**config.mk**
```make
export PLATFORM = sky130hd
export DESIGN_NAME = cmd_frame_ctrl
export DESIGN_NICKNAME = d
export VERILOG_FILES = /design/src/rtl/cmd_frame_pkg.sv /design/src/rtl/cmd_frame_tx_push.sv /design/src/rtl/cmd_frame_ctrl.sv
export SDC_FILE = /design/constraint.sdc
export NUM_CORES = 1
export LEC_CHECK = 0
export CAP_MARGIN = 10
export CORE_MARGIN = 2
export CORE_UTILIZATION = 48
export CTS_BUF_LIST = sky130_fd_sc_hd__clkbuf_4
export CTS_CLUSTER_DIAMETER = 120
export CTS_CLUSTER_SIZE = 24
export DETAILED_ROUTE_END_ITERATION = 8
export GPL_ROUTABILITY_DRIVEN = 0
export HOLD_SLACK_MARGIN = 0.06
export PLACE_DENSITY = 0.78
export SETUP_SLACK_MARGIN = 0.02
export SYNTH_ARGS = -nofsm -noshare
export SYNTH_HDL_FRONTEND = slang
export SYNTH_SLANG_ARGS = --single-unit
```
**constraint.sdc**
```tcl
create_clock -name CLK -period 3.25 [get_ports CLK]
set_input_delay 0.325 -clock CLK [delete_from_list [all_inputs] [get_ports CLK]]
set_output_delay 0.325 -clock CLK [all_outputs]
set_load 0.01 [all_outputs]
```
**src/rtl/cmd_frame_pkg.sv**
```systemverilog
// Shared command codes and controller state encoding for the command-frame controller.
package cmd_frame_pkg;

    localparam logic [7:0] CMD_WR     = 8'hAA;   // RF write: AA, addr, data
    localparam logic [7:0] CMD_RD     = 8'hBB;   // RF read: BB, addr
    localparam logic [7:0] CMD_ALU_OP = 8'hCC;   // ALU with operands: CC, opA, opB, fun
    localparam logic [7:0] CMD_ALU    = 8'hDD;   // ALU without operands: DD, fun

    typedef enum logic [3:0] {
        ST_IDLE,
        ST_WR_ADDR,
        ST_WR_DATA,
        ST_RD_ADDR,
        ST_RD_WAIT,
        ST_OPA,
        ST_OPB,
        ST_FUN,
        ST_ALU_WAIT,
        ST_PUSH
    } state_e;

endpackage

```
**src/rtl/cmd_frame_tx_push.sv**
```systemverilog
// Result serialiser: shifts a captured result out to the TX FIFO one DATA_W beat
// at a time, least-significant first, stalling while the FIFO reports full.
module cmd_frame_tx_push #(
    parameter int DATA_W    = 8,
    parameter int ALU_OUT_W = 16
) (
    input  logic                 clk,
    input  logic                 rst,
    input  logic                 load_i,    // capture data_i this cycle
    input  logic                 single_i,  // with load_i: push one beat instead of NBEATS
    input  logic [ALU_OUT_W-1:0] data_i,
    input  logic                 full_i,
    output logic [DATA_W-1:0]    wr_data_o,
    output logic                 wr_inc_o,
    output logic                 done_o     // last beat is being pushed this cycle
);

    localparam int NBEATS = ALU_OUT_W / DATA_W;
    localparam int CNT_W  = $clog2(NBEATS + 1);

    logic [ALU_OUT_W-1:0] shreg_q, shreg_d, src;
    logic [CNT_W-1:0]     cnt_q, cnt_d, remaining;
    logic [DATA_W-1:0]    wr_data_q, wr_data_d;
    logic                 wr_inc_q, wr_inc_d;
    logic                 fire;

    // The loading cycle may already push its first beat, giving one-cycle latency
    // from the result strobe to the first FIFO write.
    always_comb begin
        src       = load_i ? data_i : shreg_q;
        remaining = load_i ? (single_i ? CNT_W'(1) : CNT_W'(NBEATS)) : cnt_q;
        fire      = (remaining != '0) && !full_i;
        done_o    = fire && (remaining == CNT_W'(1));
        shreg_d   = src;
        cnt_d     = remaining;
        wr_inc_d  = 1'b0;
        wr_data_d = wr_data_q;
        if (fire) begin
            wr_inc_d  = 1'b1;
            wr_data_d = src[DATA_W-1:0];
            shreg_d   = src >> DATA_W;
            cnt_d     = remaining - CNT_W'(1);
        end
    end

    // Shift register, beat counter and registered FIFO strobe.
    always_ff @(posedge clk or posedge rst) begin
        if (rst) begin
            shreg_q   <= '0;
            cnt_q     <= '0;
            wr_data_q <= '0;
            wr_inc_q  <= 1'b0;
        end else begin
            shreg_q   <= shreg_d;
            cnt_q     <= cnt_d;
            wr_data_q <= wr_data_d;
            wr_inc_q  <= wr_inc_d;
        end
    end

    assign wr_data_o = wr_data_q;
    assign wr_inc_o  = wr_inc_q;

endmodule

```
**src/rtl/cmd_frame_ctrl.sv**
```systemverilog
// Command-frame controller: decodes RX byte frames into register-file writes/reads
// and ALU operations, returns results to the TX FIFO, and flags bad or stalled frames.
module cmd_frame_ctrl
    import cmd_frame_pkg::*;
#(
    parameter int DATA_W    = 8,
    parameter int ADDR_W    = 4,
    parameter int FUN_W     = 4,
    parameter int ALU_OUT_W = 16,
    parameter int TIMEOUT   = 4096,
    parameter int OPA_ADDR  = 0,
    parameter int OPB_ADDR  = 1
) (
    input  logic                 CLK,
    input  logic                 RST,
    input  logic [DATA_W-1:0]    RX_P_DATA,
    input  logic                 RX_D_VLD,
    input  logic [DATA_W-1:0]    RdData,
    input  logic                 RdData_valid,
    input  logic [ALU_OUT_W-1:0] ALU_OUT,
    input  logic                 OUT_valid,
    input  logic                 FIFO_FULL,
    output logic [ADDR_W-1:0]    Address,
    output logic                 WrEN,
    output logic [DATA_W-1:0]    WrData,
    output logic                 RdEN,
    output logic                 ALU_EN,
    output logic [FUN_W-1:0]     ALU_FUN,
    output logic                 CLKG_EN,
    output logic [DATA_W-1:0]    WR_DATA_FIFO,
    output logic                 WR_INC,
    output logic                 FRAME_ERR,
    output logic                 BUSY
);

    localparam int TMO_W = (TIMEOUT > 1) ? $clog2(TIMEOUT) : 1;

    state_e             state_q, state_d;
    logic [TMO_W-1:0]   tmo_q, tmo_d;
    logic               rx_acc, wake, counting, tmo_abort;
    logic               push_load, push_single, push_done;
    logic [ALU_OUT_W-1:0] push_data;

    logic [ADDR_W-1:0]  addr_q, addr_d;
    logic [DATA_W-1:0]  wrdata_q, wrdata_d;
    logic [FUN_W-1:0]   fun_q, fun_d;
    logic               wren_q, wren_d, rden_q, rden_d, aluen_q, aluen_d;
    logic               clkg_q, clkg_d, err_q, err_d, busy_q, busy_d;

    // Per-state event decode: byte acceptance, wake-up event and timeout expiry.
    always_comb begin
        rx_acc   = 1'b0;
        wake     = 1'b0;
        counting = 1'b1;
        unique case (state_q)
            ST_IDLE:     begin rx_acc = RX_D_VLD; counting = 1'b0; end
            ST_RD_WAIT:  wake = RdData_valid;
            ST_ALU_WAIT: wake = OUT_valid;
            ST_PUSH:     counting = 1'b0;
            default:     rx_acc = RX_D_VLD;
        endcase
        if (state_q != ST_IDLE && rx_acc) wake = 1'b1;
        // A wake event in the expiry cycle wins over the timeout.
        tmo_abort = counting && !wake && (TIMEOUT != 0)
                    && (tmo_q == TMO_W'(TIMEOUT - 1));
        push_load   = wake && (state_q == ST_RD_WAIT || state_q == ST_ALU_WAIT);
        push_single = (state_q == ST_RD_WAIT);
        push_data   = push_single ? ALU_OUT_W'(RdData) : ALU_OUT;
    end

    // State register.
    always_ff @(posedge CLK or posedge RST) begin
        if (RST) state_q <= ST_IDLE;
        else     state_q <= state_d;
    end

    // Next-state logic.
    always_comb begin
        state_d = state_q;
        if (tmo_abort) begin
            state_d = ST_IDLE;
        end else begin
            unique case (state_q)
                ST_IDLE: if (rx_acc) begin
                    if (RX_P_DATA == DATA_W'(CMD_WR))          state_d = ST_WR_ADDR;
                    else if (RX_P_DATA == DATA_W'(CMD_RD))     state_d = ST_RD_ADDR;
                    else if (RX_P_DATA == DATA_W'(CMD_ALU_OP)) state_d = ST_OPA;
                    else if (RX_P_DATA == DATA_W'(CMD_ALU))    state_d = ST_FUN;
                end
                ST_WR_ADDR:  if (rx_acc) state_d = ST_WR_DATA;
                ST_WR_DATA:  if (rx_acc) state_d = ST_IDLE;
                ST_RD_ADDR:  if (rx_acc) state_d = ST_RD_WAIT;
                ST_OPA:      if (rx_acc) state_d = ST_OPB;
                ST_OPB:      if (rx_acc) state_d = ST_FUN;
                ST_FUN:      if (rx_acc) state_d = ST_ALU_WAIT;
                // A result that fits in one unstalled beat completes immediately.
                ST_RD_WAIT, ST_ALU_WAIT:
                    if (wake) state_d = push_done ? ST_IDLE : ST_PUSH;
                ST_PUSH:     if (push_done) state_d = ST_IDLE;
                default:     state_d = ST_IDLE;
            endcase
        end
    end

    // Output next-values: latched address/data/function and one-cycle strobes.
    always_comb begin
        addr_d   = addr_q;
        wrdata_d = wrdata_q;
        fun_d    = fun_q;
        wren_d   = 1'b0;
        rden_d   = 1'b0;
        aluen_d  = 1'b0;
        err_d    = tmo_abort;
        if (rx_acc) begin
            unique case (state_q)
                ST_IDLE:    err_d = (state_d == ST_IDLE);
                ST_WR_ADDR: addr_d = RX_P_DATA[ADDR_W-1:0];
                ST_WR_DATA: begin wrdata_d = RX_P_DATA; wren_d = 1'b1; end
                ST_RD_ADDR: begin addr_d = RX_P_DATA[ADDR_W-1:0]; rden_d = 1'b1; end
                ST_OPA: begin
                    addr_d = ADDR_W'(OPA_ADDR); wrdata_d = RX_P_DATA; wren_d = 1'b1;
                end
                ST_OPB: begin
                    addr_d = ADDR_W'(OPB_ADDR); wrdata_d = RX_P_DATA; wren_d = 1'b1;
                end
                ST_FUN:     begin fun_d = RX_P_DATA[FUN_W-1:0]; aluen_d = 1'b1; end
                default:    ;
            endcase
        end
        // Clock gate opens on an ALU command and stays open until the frame ends.
        clkg_d = clkg_q ? (state_d != ST_IDLE)
                        : (state_q == ST_IDLE && rx_acc
                           && (RX_P_DATA == DATA_W'(CMD_ALU_OP)
                               || RX_P_DATA == DATA_W'(CMD_ALU)));
        busy_d = (state_d != ST_IDLE);
    end

    // Timeout counter: cleared on state change or accepted byte, runs in waiting states.
    always_comb begin
        if (state_d != state_q || rx_acc || !counting) tmo_d = '0;
        else                                            tmo_d = tmo_q + TMO_W'(1);
    end

    // Output and counter registers.
    always_ff @(posedge CLK or posedge RST) begin
        if (RST) begin
            tmo_q    <= '0;
            addr_q   <= '0;
            wrdata_q <= '0;
            fun_q    <= '0;
            wren_q   <= 1'b0;
            rden_q   <= 1'b0;
            aluen_q  <= 1'b0;
            clkg_q   <= 1'b0;
            err_q    <= 1'b0;
            busy_q   <= 1'b0;
        end else begin
            tmo_q    <= tmo_d;
            addr_q   <= addr_d;
            wrdata_q <= wrdata_d;
            fun_q    <= fun_d;
            wren_q   <= wren_d;
            rden_q   <= rden_d;
            aluen_q  <= aluen_d;
            clkg_q   <= clkg_d;
            err_q    <= err_d;
            busy_q   <= busy_d;
        end
    end

    cmd_frame_tx_push #(
        .DATA_W    (DATA_W),
        .ALU_OUT_W (ALU_OUT_W)
    ) u_push (
        .clk       (CLK),
        .rst       (RST),
        .load_i    (push_load),
        .single_i  (push_single),
        .data_i    (push_data),
        .full_i    (FIFO_FULL),
        .wr_data_o (WR_DATA_FIFO),
        .wr_inc_o  (WR_INC),
        .done_o    (push_done)
    );

    assign Address   = addr_q;
    assign WrEN      = wren_q;
    assign WrData    = wrdata_q;
    assign RdEN      = rden_q;
    assign ALU_EN    = aluen_q;
    assign ALU_FUN   = fun_q;
    assign CLKG_EN   = clkg_q;
    assign FRAME_ERR = err_q;
    assign BUSY      = busy_q;

endmodule
```
# Word level (Yosys, flattened, before mapping)
# Index checks and enable logic that the tools add are counted.
# op_classes
add_sub_neg,2
n_eq_ne,16
n_mux,38
reduce_logical,28
# op_table
operator,n
two-way mux 4 bit,15
two-way mux 16 bit,3
one-hot mux 4 bit (9 select lines),1
equality test 8 bit (second input constant),4
equality test 4 x 3 -> 1 bit (second input constant),4
two-way mux 1 bit,13
adder 12 x 1 -> 12 bit (second input constant),1
equality test 12 bit (second input constant),1
two-way mux 12 bit,1
one-hot mux 4 bit (3 select lines),1
equality test 4 x 2 -> 1 bit (second input constant),2
equality test 4 bit (second input constant),2
logical AND 1 bit,8
zero test 4 bit,2
nonzero test 4 bit,2
two-way mux 2 bit,3
AND reduction 2 bit,3
OR reduction 2 bit,3
OR reduction 3 bit,2
equality test 4 x 1 -> 1 bit (second input constant),1
logical OR 1 bit,4
inequality test 4 bit,1
nonzero test 3 bit,1
equality test 2 x 1 -> 1 bit (second input constant),1
4 further kinds,5
# totals
ff_bits,65
output_inout_bits,31
elab_cells,99

# Longest topological paths before layout
# depth
word_depth,18
mapped_depth,16
ltp_nobuf,12

# Modules after synthesis
# A second synthesis with hierarchy kept.
# unflattened
cells_unflattened,331
area_unflattened_um2,3698.5
# by_module_without_submodules
mod,n_inst,cells_per_inst,area_each_um2,seq_area_each_um2
cmd_frame_ctrl,1,234,2368.5,950.9
cmd_frame_tx_push,1,97,1330.0,675.6

# Worst setup path before layout
# OpenSTA, ideal clock, no wires.
# synth_path
path_type,register -> register
start,reg state_q[0]
end,reg tmo_q[1]
setup_ns,0.101
t_arrival_ns,3.107
required_ns,3.149
path_slack_ns,0.042
stages_incl_launch_ff,17
path_buffers,4
period_less_slack_ns,3.208
path_cell_list,dfrtp_1 -> buf_6 -> buf_2 -> nor2_1 -> nand2_1 -> nor2_1 -> o21bai_1 -> ha_1 -> or2_1 -> buf_2 -> inv_2 -> a21oi_1 -> a211oi_2 -> o22ai_1 -> nand3_1 -> buf_2 -> nor4_1
# synth_between
elab_chain_cells,18
word_cells_on_any_way,50
# synth_lines
item,line,source
"start, declared",cmd_frame_ctrl.sv:38,"state_e state_q, state_d;"
"start signal, assigned",cmd_frame_ctrl.sv:74,else state_q <= state_d;
equality test 4 bit (tied with other cells),"cmd_frame_ctrl.sv:55, cmd_frame_ctrl.sv:66, cmd_frame_ctrl.sv:83",
OR reduction 3 bit (no line),n/a,
two-way mux 1 bit,cmd_frame_ctrl.sv:55,unique case (state_q)
logical AND 1 bit,cmd_frame_ctrl.sv:62,if (state_q != ST_IDLE && rx_acc) wake = 1'b1;
two-way mux 1 bit,cmd_frame_ctrl.sv:62,
logical AND 1 bit,cmd_frame_ctrl.sv:66,push_load = wake && (state_q == ST_RD_WAIT || state_q == ST_ALU_WAIT);
two-way mux 2 bit,cmd_frame_tx_push.sv:31,remaining = load_i ? (single_i ? CNT_W'(1) : CNT_W'(NBEATS)) : cnt_q;
nonzero test 2 bit,cmd_frame_tx_push.sv:32,fire = (remaining != '0) && !full_i;
(+2 left out),n/a,
two-way mux 4 bit (2 in a row),cmd_frame_ctrl.sv:98,if (wake) state_d = push_done ? ST_IDLE : ST_PUSH;
one-hot mux 4 bit (9 select lines),cmd_frame_ctrl.sv:83,unique case (state_q)
two-way mux 4 bit,cmd_frame_ctrl.sv:80,if (tmo_abort) begin
inequality test 4 bit,cmd_frame_ctrl.sv:140,if (state_d != state_q || rx_acc || !counting) tmo_d = '0;
logical OR 1 bit,cmd_frame_ctrl.sv:140,
logical OR 1 bit *,cmd_frame_ctrl.sv:140,
two-way mux 12 bit *,cmd_frame_ctrl.sv:140,
net tmo_d[1],cmd_frame_ctrl.sv:39,"logic [TMO_W-1:0] tmo_q, tmo_d;"
"end signal, assigned",cmd_frame_ctrl.sv:158,tmo_q <= tmo_d;
"end, declared",cmd_frame_ctrl.sv:39,
# Mark *: on every way through the listed nets, which the timed path passes. The rest lies on a longest branch.
# A chain may end at the register's enable or synchronous reset.

# Worst setup path after layout
# layout_path
start,reg state_q[0]
end,reg tmo_q[5]
# Same word-level chain as after synthesis.

==> impl_metrics.ini <==
[final_layout]
final_cells = 523
nets = 463
multi_input_area_um2 = 1625
diodes = 0
final_area_um2 = 4349
nFillCells = 574
layout-drive-gt1-share = 0.1358
regArea_um2 = 1627
syn_to_final_growth_pct = 28.93
fin_util = 0.6401

[critical_path]
crit_required_ps = 3570
cp_max_fo = 14
worstPathArrival_ps = 3260
cp-end-kind = flip-flop
critical_path_class = reg -> reg
startpoint_type = flip-flop

[logic_synthesis]
synth.top_cell.area_share = 0.4822
synth_flop_cell = dfrtp_1
syn_inst = 347
synth_nets = 388
yosysTopAreaCell = dfrtp_1
synth_edf_count = 0
synth_warnings = 0
synthArstFlopShare = 1.000
syn_area_um2 = 3373
synth_area_leaders = dfrtp_1 (48%), o21ai_0 (4.6%), nand2_1 (4.2%), mux2_2 (4.0%), a21oi_1 (3.9%)
synth-seq-cells = 65
ys_seq_area_frac = 0.4822
syn_avg_cell_area_um2 = 9.721
synth_cell_types = 51

[pwr]
leakagePower_nw = 1.884
power.density_nw_per_um2 = 583.9
ir_worst_vdd_uv = 348.1

[timing]
skew_ps = 19.03
final.setup.tns_ps = 0
max_freq_mhz = 340.6
tightestPinTransition_ps = 734.5
period_minus_slack_ps = 2936
slew_headroom = 0.5085
hold_violations = 0
rsz0062_at_grt = no
setup_viol = 0
drv_slew = 0
finalCritPeriodShare = 0.9035

[placed_design]
placed_cell_area_um2 = 4190
dp_hpwl_mm = 6.090
portBuffers = 68
dp.cells = 507

[route]
vias_per_cell = 5.707
firstDrtPassIters = 5
ant_nets = 0
drc_errors = 0
drt_wl_total_mm = 8.412
vias = 2985
wl_per_cell_um = 16.08
drt-initial-drc-count = 197

[grt]
grt_remaining_overflow = 0
grt_max_degree = 33
grt_pass1_vias = 2794
grt_pass1_wl_mm = 13.51
track_usage = 0.2275
antenna_found_initial = 0

[cts]
postCtsSetupBuffers = 0
cts_tree = built
cts_buffers = 9
insertion_delay_ps = 430
root_buffer = clkbuf_4
path_clk_slew_ps = 130
h-tree-depth = 3
clock_sinks = 65
clock_path_buffers = 2

[die]
core_area_um2 = 6794
num_rows = 30
dieArea_um2 = 7714
die_h_um = 87.83
die_w_um = 87.83
initial_core_util = 0.4965
ios = 69

[flow_run]
drv_cap = 0

[status]
outcome = finished, final reports clean

[hold_path]
min_path_type = in -> async
[power by group]
| group | switching, W | leakage (nW) | internal, W |
|---|---|---|---|
| Combinational | 0.000486 | 0.944 | 0.000444 |
| Clock | 0.000342 | 0.0755 | 0.000247 |
| Sequential | 0.0000809 | 0.865 | 0.000939 |
| Total | 0.000910 | 1.88 | 0.00163 |
[critical path, stage by stage, from the launching register on]
cell and delay [ps]:
dfrtp_1 510, or2_4 370, a21oi_1 180, o21bai_1 140
ha_1 220, or2_1 250, inv_2 80, a21oi_2 80
a211oi_2 340, a21o_1 120, nand3_1 80, buf_4 190
nor4_1 280
[registers in the layout (all words and copies together), names as in the netlist]
register	flops
u_push.shreg_q	16
tmo_q	12
WrData	8
u_push.wr_data_o	8
ALU_FUN	4
Address	4
state_q	4
u_push.cnt_q	2
ALU_EN	1
BUSY	1
CLKG_EN	1
FRAME_ERR	1
RdEN	1
WrEN	1
u_push.wr_inc_o	1
[worst paths after layout]
kind                       cells after the start                 from  slack, ps                   to
setup / recovery                              12           state_q[0]        310             tmo_q[5]
hold / removal                                 2                  RST        110   u_push.shreg_q[10]
setup reg to reg                              12           state_q[0]        310             tmo_q[5]
hold reg to reg                                2  u_push.wr_data_o[7]        490  u_push.wr_data_o[7]
max in group asynchronous                      3                  RST       2460           ALU_FUN[2]
min in group CLK                               2  u_push.wr_data_o[7]        490  u_push.wr_data_o[7]
[logic make-up (layout without fill, tap and decap cells)]
group                    count (synthesis)  after routing  synth area share
buffers and inverters                   28            108           0.03857
AO/OA/AOI/OAI                           97             97            0.1899
adder cells (fa/ha/maj)                  3              3           0.01113
flip-flops                              65             65            0.4822
XOR/XNOR                                14             14           0.03635
AND/OR/NAND/NOR                        120            120            0.1780
multiplexers                            20             20           0.06380
[layer usage]
metal	wire (um)	track usage	vias up
met5	0	0	-
met4	125	0.07832	0
met3	488	0.05467	15
met2	4100	0.3636	124
met1	3696	0.3048	1443
li1	-	-	1403
[stage by stage]
| step | hold slack, ps | power (W) | worst slack, ps |
|---|---|---|---|
| global route | 111.9 | 0.002684 | 18.45 |
| floorplan | 476.7 | 0.001567 | 41.82 |
| finish | 110.4 | 0.002540 | 313.6 |
| CTS | 97.59 | 0.002531 | 203.2 |
| detailed placement | 470.5 | 0.001946 | 128.3 |
| global placement | 466.4 | 0.001924 | 244.3 |
[synth_stat cells, types with 7 or more instances]
cell type	count
nand2_1	38
mux2i_1	8
clkbuf_1	9
xnor2_1	10
buf_2	7
o21ai_0	31
nand3_1	9
a21oi_1	26
mux2_2	12
dfrtp_1	65
nor3_1	10
a22oi_1	8
nor4_1	8
nor2_1	29
inv_1	7
[timing repair]
action	CTS	global route
endpoints found under the setup margin	0	9
resized for setup	0	3
hold buffers	0	0
[placed cells by master, fill, tap and decap left out, types with 9 or more instances in the layout]
cell type | Yosys | final
buf_4 | 0 | 15
clkdlybuf4s50_1 | 0 | 68
nand3_1 | 9 | 9
a21oi_1 | 26 | 25
nor3_1 | 10 | 10
o21ai_0 | 31 | 31
nand2_1 | 38 | 38
clkbuf_4 | 0 | 9
mux2_2 | 12 | 12
nor2_1 | 29 | 28
dfrtp_1 | 65 | 65
xnor2_1 | 10 | 10
[cell type report]
cell class,count,area share
Clock buffer,9,0.01554
Timing Repair Buffer,83,0.1824
Inverter,9,0.007768
Tap cell,96,0.02762
Multi-Input combinational cell,254,0.3737
Clock inverter,7,0.01899
Sequential cell,65,0.3740
No activity file was read; power rests on OpenSTA's default activity.
